--- src/rtl/dcache_pkg.sv ---
// ============================================================================
// dcache_pkg : shared types, default widths and helpers for assoc_dcache_wb
// Revision   : 1.0
// ============================================================================
`default_nettype none

package dcache_pkg;

    localparam int DEF_ADDR_W   = 32;
    localparam int DEF_DATA_W   = 32;
    localparam int DEF_OFFSET_W = 3;
    localparam int DEF_LINES    = 16;

    localparam int TAG_W = DEF_ADDR_W - DEF_OFFSET_W;
    localparam int IDX_W = $clog2(DEF_LINES);

    // Wide enough for any practical address width; callers cast to their own width.
    localparam int LINE_ADDR_MAX_W = 64;

    typedef enum logic [1:0] {
        IDLE      = 2'd0,
        WRITEBACK = 2'd1,
        FILL      = 2'd2,
        DONE      = 2'd3
    } dc_state_e;

    function automatic logic [LINE_ADDR_MAX_W-1:0] line_addr(
        input logic [LINE_ADDR_MAX_W-1:0] tag,
        input int                         offset_w
    );
        return tag << offset_w;
    endfunction

endpackage

`default_nettype wire

--- src/rtl/assoc_dcache_wb_tag_match.sv ---
// ============================================================================
// assoc_tag_match : parallel tag comparison and lowest-invalid-line search
// Revision        : 1.0
// ============================================================================
`default_nettype none

module assoc_tag_match #(
    parameter int LINES  = 16,
    parameter int TAG_W  = 29,
    parameter int IDX_W  = 4
) (
    input  logic [TAG_W-1:0]            i_tag,
    input  logic [LINES-1:0][TAG_W-1:0] i_tags,
    input  logic [LINES-1:0]            i_valid,
    output logic                        o_hit,
    output logic [IDX_W-1:0]            o_hit_idx,
    output logic                        o_multi_hit,
    output logic [IDX_W-1:0]            o_first_invalid,
    output logic                        o_any_invalid
);

    always_comb begin
        o_hit       = 1'b0;
        o_hit_idx   = '0;
        o_multi_hit = 1'b0;
        for (int i = 0; i < LINES; i++) begin
            if (i_valid[i] && (i_tags[i] == i_tag)) begin
                if (o_hit) begin
                    o_multi_hit = 1'b1;
                end
                o_hit     = 1'b1;
                o_hit_idx = IDX_W'(i);
            end
        end
    end

    // Scanning downward leaves the lowest invalid index as the final value.
    always_comb begin
        o_any_invalid   = 1'b0;
        o_first_invalid = '0;
        for (int i = LINES - 1; i >= 0; i--) begin
            if (!i_valid[i]) begin
                o_any_invalid   = 1'b1;
                o_first_invalid = IDX_W'(i);
            end
        end
    end

endmodule

`default_nettype wire

--- src/rtl/assoc_dcache_wb.sv ---
// ============================================================================
// assoc_dcache_wb : fully-associative write-back/write-allocate data cache,
//                   one word per line, round-robin replacement, req/ack buses
// Revision        : 1.0
// ============================================================================
`default_nettype none

module assoc_dcache_wb
    import dcache_pkg::*;
#(
    parameter int ADDR_W   = DEF_ADDR_W,
    parameter int DATA_W   = DEF_DATA_W,
    parameter int OFFSET_W = DEF_OFFSET_W,
    parameter int LINES    = DEF_LINES
) (
    input  logic              clk,
    input  logic              rst_n,
    input  logic              i_cpu_req,
    input  logic              i_cpu_we,
    input  logic [ADDR_W-1:0] i_cpu_addr,
    input  logic [DATA_W-1:0] i_cpu_wdata,
    output logic              o_cpu_done,
    output logic [DATA_W-1:0] o_cpu_rdata,
    output logic              o_mem_req,
    output logic              o_mem_we,
    output logic [ADDR_W-1:0] o_mem_addr,
    output logic [DATA_W-1:0] o_mem_wdata,
    input  logic              i_mem_ack,
    input  logic [DATA_W-1:0] i_mem_rdata
);

    localparam int LTAG_W = ADDR_W - OFFSET_W;
    localparam int LIDX_W = $clog2(LINES);

    dc_state_e                   r_state;
    logic [LINES-1:0]            r_valid;
    logic [LINES-1:0]            r_dirty;
    logic [LINES-1:0][LTAG_W-1:0] r_tags;
    logic [DATA_W-1:0]           r_data [LINES];
    logic [LIDX_W-1:0]           r_vptr;
    logic [LIDX_W-1:0]           r_victim;

    logic [LTAG_W-1:0]           w_req_tag;
    logic                        w_hit;
    logic                        w_multi_hit;
    logic                        w_any_invalid;
    logic [LIDX_W-1:0]           w_hit_idx;
    logic [LIDX_W-1:0]           w_first_invalid;
    logic [LIDX_W-1:0]           w_victim;
    logic [ADDR_W-1:0]           w_req_laddr;
    logic [ADDR_W-1:0]           w_victim_laddr;

    assign w_req_tag      = LTAG_W'(i_cpu_addr >> OFFSET_W);
    assign w_victim       = w_any_invalid ? w_first_invalid : r_vptr;
    assign w_req_laddr    = ADDR_W'(line_addr(LINE_ADDR_MAX_W'(w_req_tag), OFFSET_W));
    assign w_victim_laddr = ADDR_W'(line_addr(LINE_ADDR_MAX_W'(r_tags[w_victim]), OFFSET_W));

    assoc_tag_match #(
        .LINES (LINES),
        .TAG_W (LTAG_W),
        .IDX_W (LIDX_W)
    ) u_tag_match (
        .i_tag           (w_req_tag),
        .i_tags          (r_tags),
        .i_valid         (r_valid),
        .o_hit           (w_hit),
        .o_hit_idx       (w_hit_idx),
        .o_multi_hit     (w_multi_hit),
        .o_first_invalid (w_first_invalid),
        .o_any_invalid   (w_any_invalid)
    );

    always_ff @(posedge clk or negedge rst_n) begin
        if (!rst_n) begin
            r_state     <= IDLE;
            r_valid     <= '0;
            r_dirty     <= '0;
            r_tags      <= '0;
            for (int i = 0; i < LINES; i++) begin
                r_data[i] <= '0;
            end
            r_vptr      <= '0;
            r_victim    <= '0;
            o_cpu_done  <= 1'b0;
            o_cpu_rdata <= '0;
            o_mem_req   <= 1'b0;
            o_mem_we    <= 1'b0;
            o_mem_addr  <= '0;
            o_mem_wdata <= '0;
        end else begin
            case (r_state)
                IDLE: begin
                    o_cpu_done <= 1'b0;
                    if (i_cpu_req) begin
                        if (w_hit) begin
                            if (i_cpu_we) begin
                                r_data[w_hit_idx]  <= i_cpu_wdata;
                                r_dirty[w_hit_idx] <= 1'b1;
                                o_cpu_rdata        <= i_cpu_wdata;
                            end else begin
                                o_cpu_rdata <= r_data[w_hit_idx];
                            end
                            o_cpu_done <= 1'b1;
                            r_state    <= DONE;
                        end else begin
                            r_victim <= w_victim;
                            // Only evicting a valid line consumes a round-robin slot.
                            if (!w_any_invalid) begin
                                r_vptr <= r_vptr + LIDX_W'(1);
                            end
                            if (r_valid[w_victim] && r_dirty[w_victim]) begin
                                o_mem_req   <= 1'b1;
                                o_mem_we    <= 1'b1;
                                o_mem_addr  <= w_victim_laddr;
                                o_mem_wdata <= r_data[w_victim];
                                r_state     <= WRITEBACK;
                            end else if (i_cpu_we) begin
                                r_tags[w_victim]  <= w_req_tag;
                                r_data[w_victim]  <= i_cpu_wdata;
                                r_valid[w_victim] <= 1'b1;
                                r_dirty[w_victim] <= 1'b1;
                                o_cpu_rdata       <= i_cpu_wdata;
                                o_cpu_done        <= 1'b1;
                                r_state           <= DONE;
                            end else begin
                                o_mem_req  <= 1'b1;
                                o_mem_we   <= 1'b0;
                                o_mem_addr <= w_req_laddr;
                                r_state    <= FILL;
                            end
                        end
                    end
                end

                WRITEBACK: begin
                    if (i_mem_ack) begin
                        r_dirty[r_victim] <= 1'b0;
                        if (i_cpu_we) begin
                            r_tags[r_victim]  <= w_req_tag;
                            r_data[r_victim]  <= i_cpu_wdata;
                            r_valid[r_victim] <= 1'b1;
                            r_dirty[r_victim] <= 1'b1;
                            o_cpu_rdata       <= i_cpu_wdata;
                            o_mem_req         <= 1'b0;
                            o_cpu_done        <= 1'b1;
                            r_state           <= DONE;
                        end else begin
                            // Request stays asserted: the fill follows back-to-back.
                            o_mem_we   <= 1'b0;
                            o_mem_addr <= w_req_laddr;
                            r_state    <= FILL;
                        end
                    end
                end

                FILL: begin
                    if (i_mem_ack) begin
                        r_tags[r_victim]  <= w_req_tag;
                        r_data[r_victim]  <= i_mem_rdata;
                        r_valid[r_victim] <= 1'b1;
                        r_dirty[r_victim] <= 1'b0;
                        o_cpu_rdata       <= i_mem_rdata;
                        o_mem_req         <= 1'b0;
                        o_cpu_done        <= 1'b1;
                        r_state           <= DONE;
                    end
                end

                DONE: begin
                    o_cpu_done <= 1'b0;
                    r_state    <= IDLE;
                end

                default: begin
                    r_state <= IDLE;
                end
            endcase
        end
    end

    a_unique_tag : assert property (@(posedge clk) disable iff (!rst_n) !w_multi_hit);

endmodule

`default_nettype wire
--- config.mk ---
export PLATFORM = sky130hd
export DESIGN_NAME = assoc_dcache_wb
export DESIGN_NICKNAME = d
export VERILOG_FILES = /design/src/rtl/dcache_pkg.sv /design/src/rtl/assoc_dcache_wb_tag_match.sv /design/src/rtl/assoc_dcache_wb.sv
export SDC_FILE = /design/constraint.sdc
export NUM_CORES = 2
export LEC_CHECK = 0
export BUFFER_PORTS_ARGS = -buffer_cell sky130_fd_sc_hd__buf_2
export CAP_MARGIN = 20
export CORE_MARGIN = 2
export CORE_UTILIZATION = 43
export DETAILED_ROUTE_END_ITERATION = 8
export PLACE_DENSITY_LB_ADDON = 0.3
export SYNTH_ARGS = -nofsm -noshare
export SYNTH_HDL_FRONTEND = slang
export SYNTH_HIERARCHICAL = 1
export SYNTH_SLANG_ARGS = --single-unit
--- constraint.sdc ---
create_clock -name clk -period 4.94 [get_ports clk]
set_input_delay 0.494 -clock clk [delete_from_list [all_inputs] [get_ports clk]]
set_output_delay 0.494 -clock clk [all_outputs]
set_load 0.005 [all_outputs]
---- Word level (Yosys, flattened, before mapping) ----
Cells that the tools add are included.
W data, S select, Z words.
word-level totals
  register bits ........................... 1117
  output and inout port bits .............. 99
  bits of input ports ..................... 101
cells by class
  order comparisons ....................... 12
  bitwise gates (word level) .............. 12
  add/sub/neg operators ................... 1
  reductions and logical operators ........ 37
  muxes and demuxes ....................... 175
  equal/unequal tests ..................... 30
operators with widths
  operator             number
  $mux W512            8
  $mux W464            7
  $bwmux W512          4
  $pmux W512 S3        1
  $pmux W464 S3        1
  $bwmux W464          2
  $mux W32             19
  $eq A29 B29 Y1       16
  $demux W32 S4        3
  $bmux W32 S4         2
  $mux W16             15
  $demux W29 S4        2
  $bmux W29 S4         1
  $mux W4              25
  $pmux W16 S3         2
  $pmux W32 S3         1
  $mux W29             3
  $or A16 B16 Y16      5
  $pmux W32 S2         1
  $mux W1              58
  $logic_and A1 B1 Y1  23
  $and A16 B16 Y16     1
  $not A16 Y16         1
  $reduce_and A8 Y1    2
  other kinds (27)     64

---- Logic depth before layout (Yosys ltp) ----
  word-level depth ........................ 28
  mapped depth ............................ 21

---- Hierarchy ----
Netlist, hierarchy kept.
by module, submodules not included
  module           area each (sq um)  seq. area each (sq um)  cells each  times used
  assoc_dcache_wb  62977.9            27951.8                 6272        1
  assoc_tag_match  6069.6             0.0                     773         1

---- Worst setup path after synthesis ----
OpenSTA, ideal clock, no wires.
  kind .................................... input -> register
  start ................................... input port i_cpu_addr[16]
  end ..................................... register o_cpu_rdata[0]
  cell stages on the path ................. 17
  library setup time ...................... 137 ps
  required time ........................... 4803 ps
  data arrival time ....................... 4473 ps
  setup slack ............................. 330 ps
  cells stage by stage .................... buf_2 buf_2 xnor2_1 nand4_1 nor4_1 o2111ai_1 a21boi_0 o21ai_0 o21ai_0 a21bo_2 clkbuf_1 clkbuf_1 buf_1 mux4_2 mux4_2 o21ai_0 a2bb2oi_1
between the ends
  cells in the longest elaborated chain, start to end .. 25
  elaborated cells between the ends (all ways) .. 73
RTL lines
  item                                           RTL line                         RTL
  from (decl)                                    assoc_dcache_wb.sv:20            input logic [ADDR_W-1:0] i_cpu_addr,
  $eq A29 B29 Y1                                 assoc_dcache_wb_tag_match.sv:27  if (i_valid[i] && (i_tags[i] == i_tag)) begin
  $logic_and A1 B1 Y1                            assoc_dcache_wb_tag_match.sv:27
  $mux W1                                        assoc_dcache_wb_tag_match.sv:27
  $mux W2 (2 in a row)                           assoc_dcache_wb_tag_match.sv:27
  $mux W3 (4 in a row)                           assoc_dcache_wb_tag_match.sv:27
  $mux W4 (7 in a row)                           assoc_dcache_wb_tag_match.sv:27
  $mux W4 *                                      assoc_dcache_wb_tag_match.sv:27
  net w_hit_idx[0]                               assoc_dcache_wb.sv:47            logic [LIDX_W-1:0] w_hit_idx;
  $not A4 Y5 (implied by the code) *             assoc_dcache_wb.sv:101           o_cpu_rdata <= r_data[w_hit_idx];
  $bmux W32 S4 *                                 assoc_dcache_wb.sv:101
  $mux W32 (implied by the code) * (2 in a row)  assoc_dcache_wb.sv:101
  $mux W32 *                                     assoc_dcache_wb.sv:96            if (i_cpu_we) begin
  $mux W32 *                                     assoc_dcache_wb.sv:95            if (w_hit) begin
  $mux W32 *                                     assoc_dcache_wb.sv:94            if (i_cpu_req) begin
  $pmux W32 S3 *                                 assoc_dcache_wb.sv:91            case (r_state)
  to (signal assigned)                           assoc_dcache_wb.sv:99            o_cpu_rdata <= i_cpu_wdata;
  to (signal assigned)                           assoc_dcache_wb.sv:101
  to (signal assigned)                           assoc_dcache_wb.sv:122           o_cpu_rdata <= i_cpu_wdata;
  to (decl)                                      assoc_dcache_wb.sv:23            output logic [DATA_W-1:0] o_cpu_rdata,
The timed path passes the listed nets; every way through them passes the cells marked *. The select of a mux whose other input is x is not followed.
A chain may end at the register's enable or synchronous reset.

---- Worst setup path in the final report ----
  start ................................... register r_tags[109] in the netlist's numbering
  end ..................................... register r_data[19] in the netlist's numbering
between the ends
  cells in the longest elaborated chain, start to end .. 25
  elaborated cells between the ends (all ways) .. 42
RTL lines
  item                                                                       RTL line                         RTL
  from (decl)                                                                assoc_dcache_wb.sv:38            logic [LINES-1:0][LTAG_W-1:0] r_tags;
  from (signal, indexed assignment)                                          assoc_dcache_wb.sv:118           r_tags[w_victim] <= w_req_tag;
  from (signal, indexed assignment)                                          assoc_dcache_wb.sv:139           r_tags[r_victim] <= w_req_tag;
  from (signal, indexed assignment)                                          assoc_dcache_wb.sv:158           r_tags[r_victim] <= w_req_tag;
  $eq A29 B29 Y1 *                                                           assoc_dcache_wb_tag_match.sv:27
  $logic_and A1 B1 Y1 *                                                      assoc_dcache_wb_tag_match.sv:27
  $mux W2 *                                                                  assoc_dcache_wb_tag_match.sv:27
  $mux W3 * (4 in a row)                                                     assoc_dcache_wb_tag_match.sv:27
  $mux W4 * (8 in a row)                                                     assoc_dcache_wb_tag_match.sv:27
  net w_hit_idx[1]                                                           assoc_dcache_wb.sv:47
  $not A4 Y5 (implied by the code) *                                         assoc_dcache_wb.sv:97            r_data[w_hit_idx] <= i_cpu_wdata;
  $ge A5 B5 Y1 (implied by the code) / $lt A5 B1 Y1 (equally long branches)  assoc_dcache_wb.sv:97
  $logic_and A1 B1 Y1 (implied by the code)                                  assoc_dcache_wb.sv:97
  $mux W32 (implied by the code)                                             assoc_dcache_wb.sv:97
  $demux W32 S4 *                                                            assoc_dcache_wb.sv:97
  $bwmux W512 *                                                              assoc_dcache_wb.sv:97
  $mux W512 *                                                                assoc_dcache_wb.sv:96
  $mux W512 *                                                                assoc_dcache_wb.sv:95
  $mux W512 *                                                                assoc_dcache_wb.sv:94
  $pmux W512 S3 *                                                            assoc_dcache_wb.sv:91
  to (signal, indexed assignment)                                            assoc_dcache_wb.sv:97
  to (signal, indexed assignment)                                            assoc_dcache_wb.sv:119           r_data[w_victim] <= i_cpu_wdata;
  to (signal, indexed assignment)                                            assoc_dcache_wb.sv:140           r_data[r_victim] <= i_cpu_wdata;
  to (decl)                                                                  assoc_dcache_wb.sv:39            logic [DATA_W-1:0] r_data [LINES];
Marks and branches as above.

==> impl_metrics.py <==
metrics = {
    "setup_path": {
        "crit_fanout": 45,
        "crit_family": "simple AND/OR/NAND/NOR gates",
        "critPathMaxStageDelay_ps": 520,
        "start_kind": "flop",
        "crit_type": "flop to flop",
        "crit_path_cell_trace": "xor2_1 -> nor4_1 -> nand4_1 -> or4_4 -> a21oi_1 -> o21ai_0 -> and3_1 -> o21ai_4 -> buf_12 -> and4_1 -> nand2_1 -> o31a_2 -> and2_1 -> a21oi_1 -> nand3_2 -> buf_12 -> a22o_1",
        "endpoint_kind": "flop",
        "critPathBufInv": 2,
        "arrival_ps": 5520,
        "required_ps": 5620,
        "crit_slowest_cell": "or4_4",
    },
    "grt": {
        "groute.usage.overall_pct": 37.8,
        "antenna_found_initial": 19,
        "grt_overflow": 0,
        "grt_first_pass_wirelength_mm": 456,
        "grt_max_degree": 113,
        "first_global_vias": 64700,
    },
    "pwr": {
        "switching_power_mw": 35.2,
        "clock_power_share_pct": 14.7,
        "powerDensity_nw_per_um2": 870,
        "p_leak_nw": 31.7,
        "seqPwrFrac_pct": 22.5,
        "finalPower_mw": 69.4,
        "intPower_mw": 34.2,
        "power_frac_comb_pct": 62.8,
        "vdd_drop_max_mv": 0.956,
        "switching_share_pct": 50.8,
    },
    "placed_design": {
        "placed_cells": 8995,
        "post-place-ws_ps": -134,
        "port_buffers": 196,
        "place_area_um2": 75200,
        "gp_congestion": 1.00,
        "dpl.hpwl_mm": 197,
    },
    "sta": {
        "relSlewSlack_pct": 17.4,
        "rsz0062_at_grt": "no",
        "finalSetupViolations": 0,
        "tightestPinTransition_ps": 1240,
        "fmax_mhz": 207,
        "fin_skew_ps": 55.7,
        "period_minus_slack_ps": 4840,
        "timing.final.max_slew_violations": 0,
        "finalHoldViolCount": 0,
        "fin_crit_sh_pct": 98.0,
        "setup_slack_ps": 101,
    },
    "floorplanning": {
        "pin_count": 200,
        "die-area_um2": 163000,
        "die_w_um": 404,
        "die_h_um": 404,
        "core_um2": 159000,
        "row_count": 146,
        "start_util_pct": 43.4,
    },
    "route": {
        "detail_route.iter0.violations": 11400,
        "wl_per_cell_um": 34.4,
        "dr_total_vias": 68000,
        "wl_mm": 318,
        "dr.pass1.iters": 9,
        "remaining_drc_errors": 1,
        "ant_nets": 0,
        "avgViaCountPerCell": 7.36,
    },
    "finish": {
        "drive_gt1_share_pct": 19.3,
        "fillCellCount": 14200,
        "stdcell_area_um2": 79800,
        "nets": 7174,
        "stdcell_count": 9246,
        "area_delta_synth_final_pct": 15.8,
        "final_core_util_pct": 50.2,
    },
    "run_status": {
        "status": "complete, but fails checks",
        "violations": "design-rule violations",
    },
    "synth": {
        "syn_inst": 7026,
        "syn_area_um2": 68900,
        "avgSynthCellArea_um2": 9.81,
        "synth-warning-count": 6,
        "syn_nets": 7132,
    },
    "worst_hold_path": {
        "hp-class": "primary input to flop",
    },
    "cts": {
        "clkSlewWorstSetupHoldPaths_ps": 60,
        "cts.path.max_buffers": 3,
        "cts_tree": "built",
        "cts_sinks": 1117,
        "cts_htree_levels": 4,
        "clockRootBuffer": "clkbuf_16",
        "insertion_delay_ps": 820,
        "cts_buffers": 136,
    },
    "job": {
        "cap_violations": 0,
    },
}
[worst min-delay path, cell delays in order]
cell,delay [ps]
buf_2,210
nand2_1,100
o22ai_1,70
[path summary, 6_finish.rpt]
| path | start | to | cells after the start | slack [ps] |
|---|---|---|---|---|
| max | r_tags[109] | r_data[19] | 17 | 100 |
| min | i_cpu_addr[28] | r_tags[228] | 3 | 120 |
| max reg2reg | r_tags[109] | r_data[19] | 17 | 100 |
| min reg2reg | o_mem_addr[1] | o_mem_addr[1] | 1 | 510 |
| max in group asynchronous | rst_n | r_data[421] | 3 | 3330 |
| min in group asynchronous | rst_n | o_mem_wdata[25] | 2 | 290 |
[what timing repair did]
action	in CTS	in global routing
hold endpoints to repair	62	0
setup endpoints to repair	0	1027
buffers inserted	0	5
resized for setup	0	4
hold buffers	1	0
[sequential cells by signal (all words and copies together), names as in the netlist]
signal / count
r_valid: 16
r_state: 2
r_tags: 464
o_cpu_done: 1
r_vptr: 4
r_data: 512
r_victim: 4
o_mem_wdata: 32
o_mem_addr: 32
o_mem_we: 1
o_cpu_rdata: 32
o_mem_req: 1
r_dirty: 16
[stage by stage]
stage / hold slack, ps / TNS (ps)
final: 122 / 0
after floorplan: 198 / 0
after CTS: 86.1 / 0
after global placement: 496 / -5780
after detailed placement: 502 / -5540
after global routing: 109 / 0
[placed cells by master (no fill, tap or decap), types with 86 or more instances in the layout]
master,count
buf_12,126
dfrtp_1,1117
nand2_1,1081
xor2_1,236
clkbuf_16,138
nand3_1,86
nor4_1,86
mux4_2,290
o22ai_1,1035
buf_4,425
buf_2,196
o22a_1,259
mux2i_1,237
o21ai_0,152
a22oi_1,321
xnor2_1,225
a22o_1,257
nor2_1,119
[cell type report]
class / count / area (um^2) / share of cell area (%)
Multi-Input combinational cell: 5013 / 37900 / 47.5
Sequential cell: 1117 / 28000 / 35.0
Timing Repair Buffer: 749 / 6720 / 8.42
Clock buffer: 201 / 4030 / 5.05
Tap cell: 2072 / 2590 / 3.25
Clock inverter: 39 / 397 / 0.497
Inverter: 51 / 191 / 0.240
Antenna cell: 4 / 10.0 / 0.0125
[power groups by stage]
stage,clock [mW],sequential (mW),combinational [mW]
final,10.2,15.6,43.6
after floorplan,0,14.5,25.5
after global routing,10.6,15.9,44.6
after CTS,10.2,15.4,41.5
after global placement,0,15.3,40.7
after detailed placement,0,15.5,41.4
[per-layer routing]
| layer | track usage, % | wire [um] |
|---|---|---|
| met3 | 15.3 | 49900 |
| met5 | 0.178 | 232 |
| met1 | 49.7 | 116000 |
| met2 | 51.1 | 127000 |
| met4 | 24.4 | 24600 |
(Power assumes the default switching activity.)
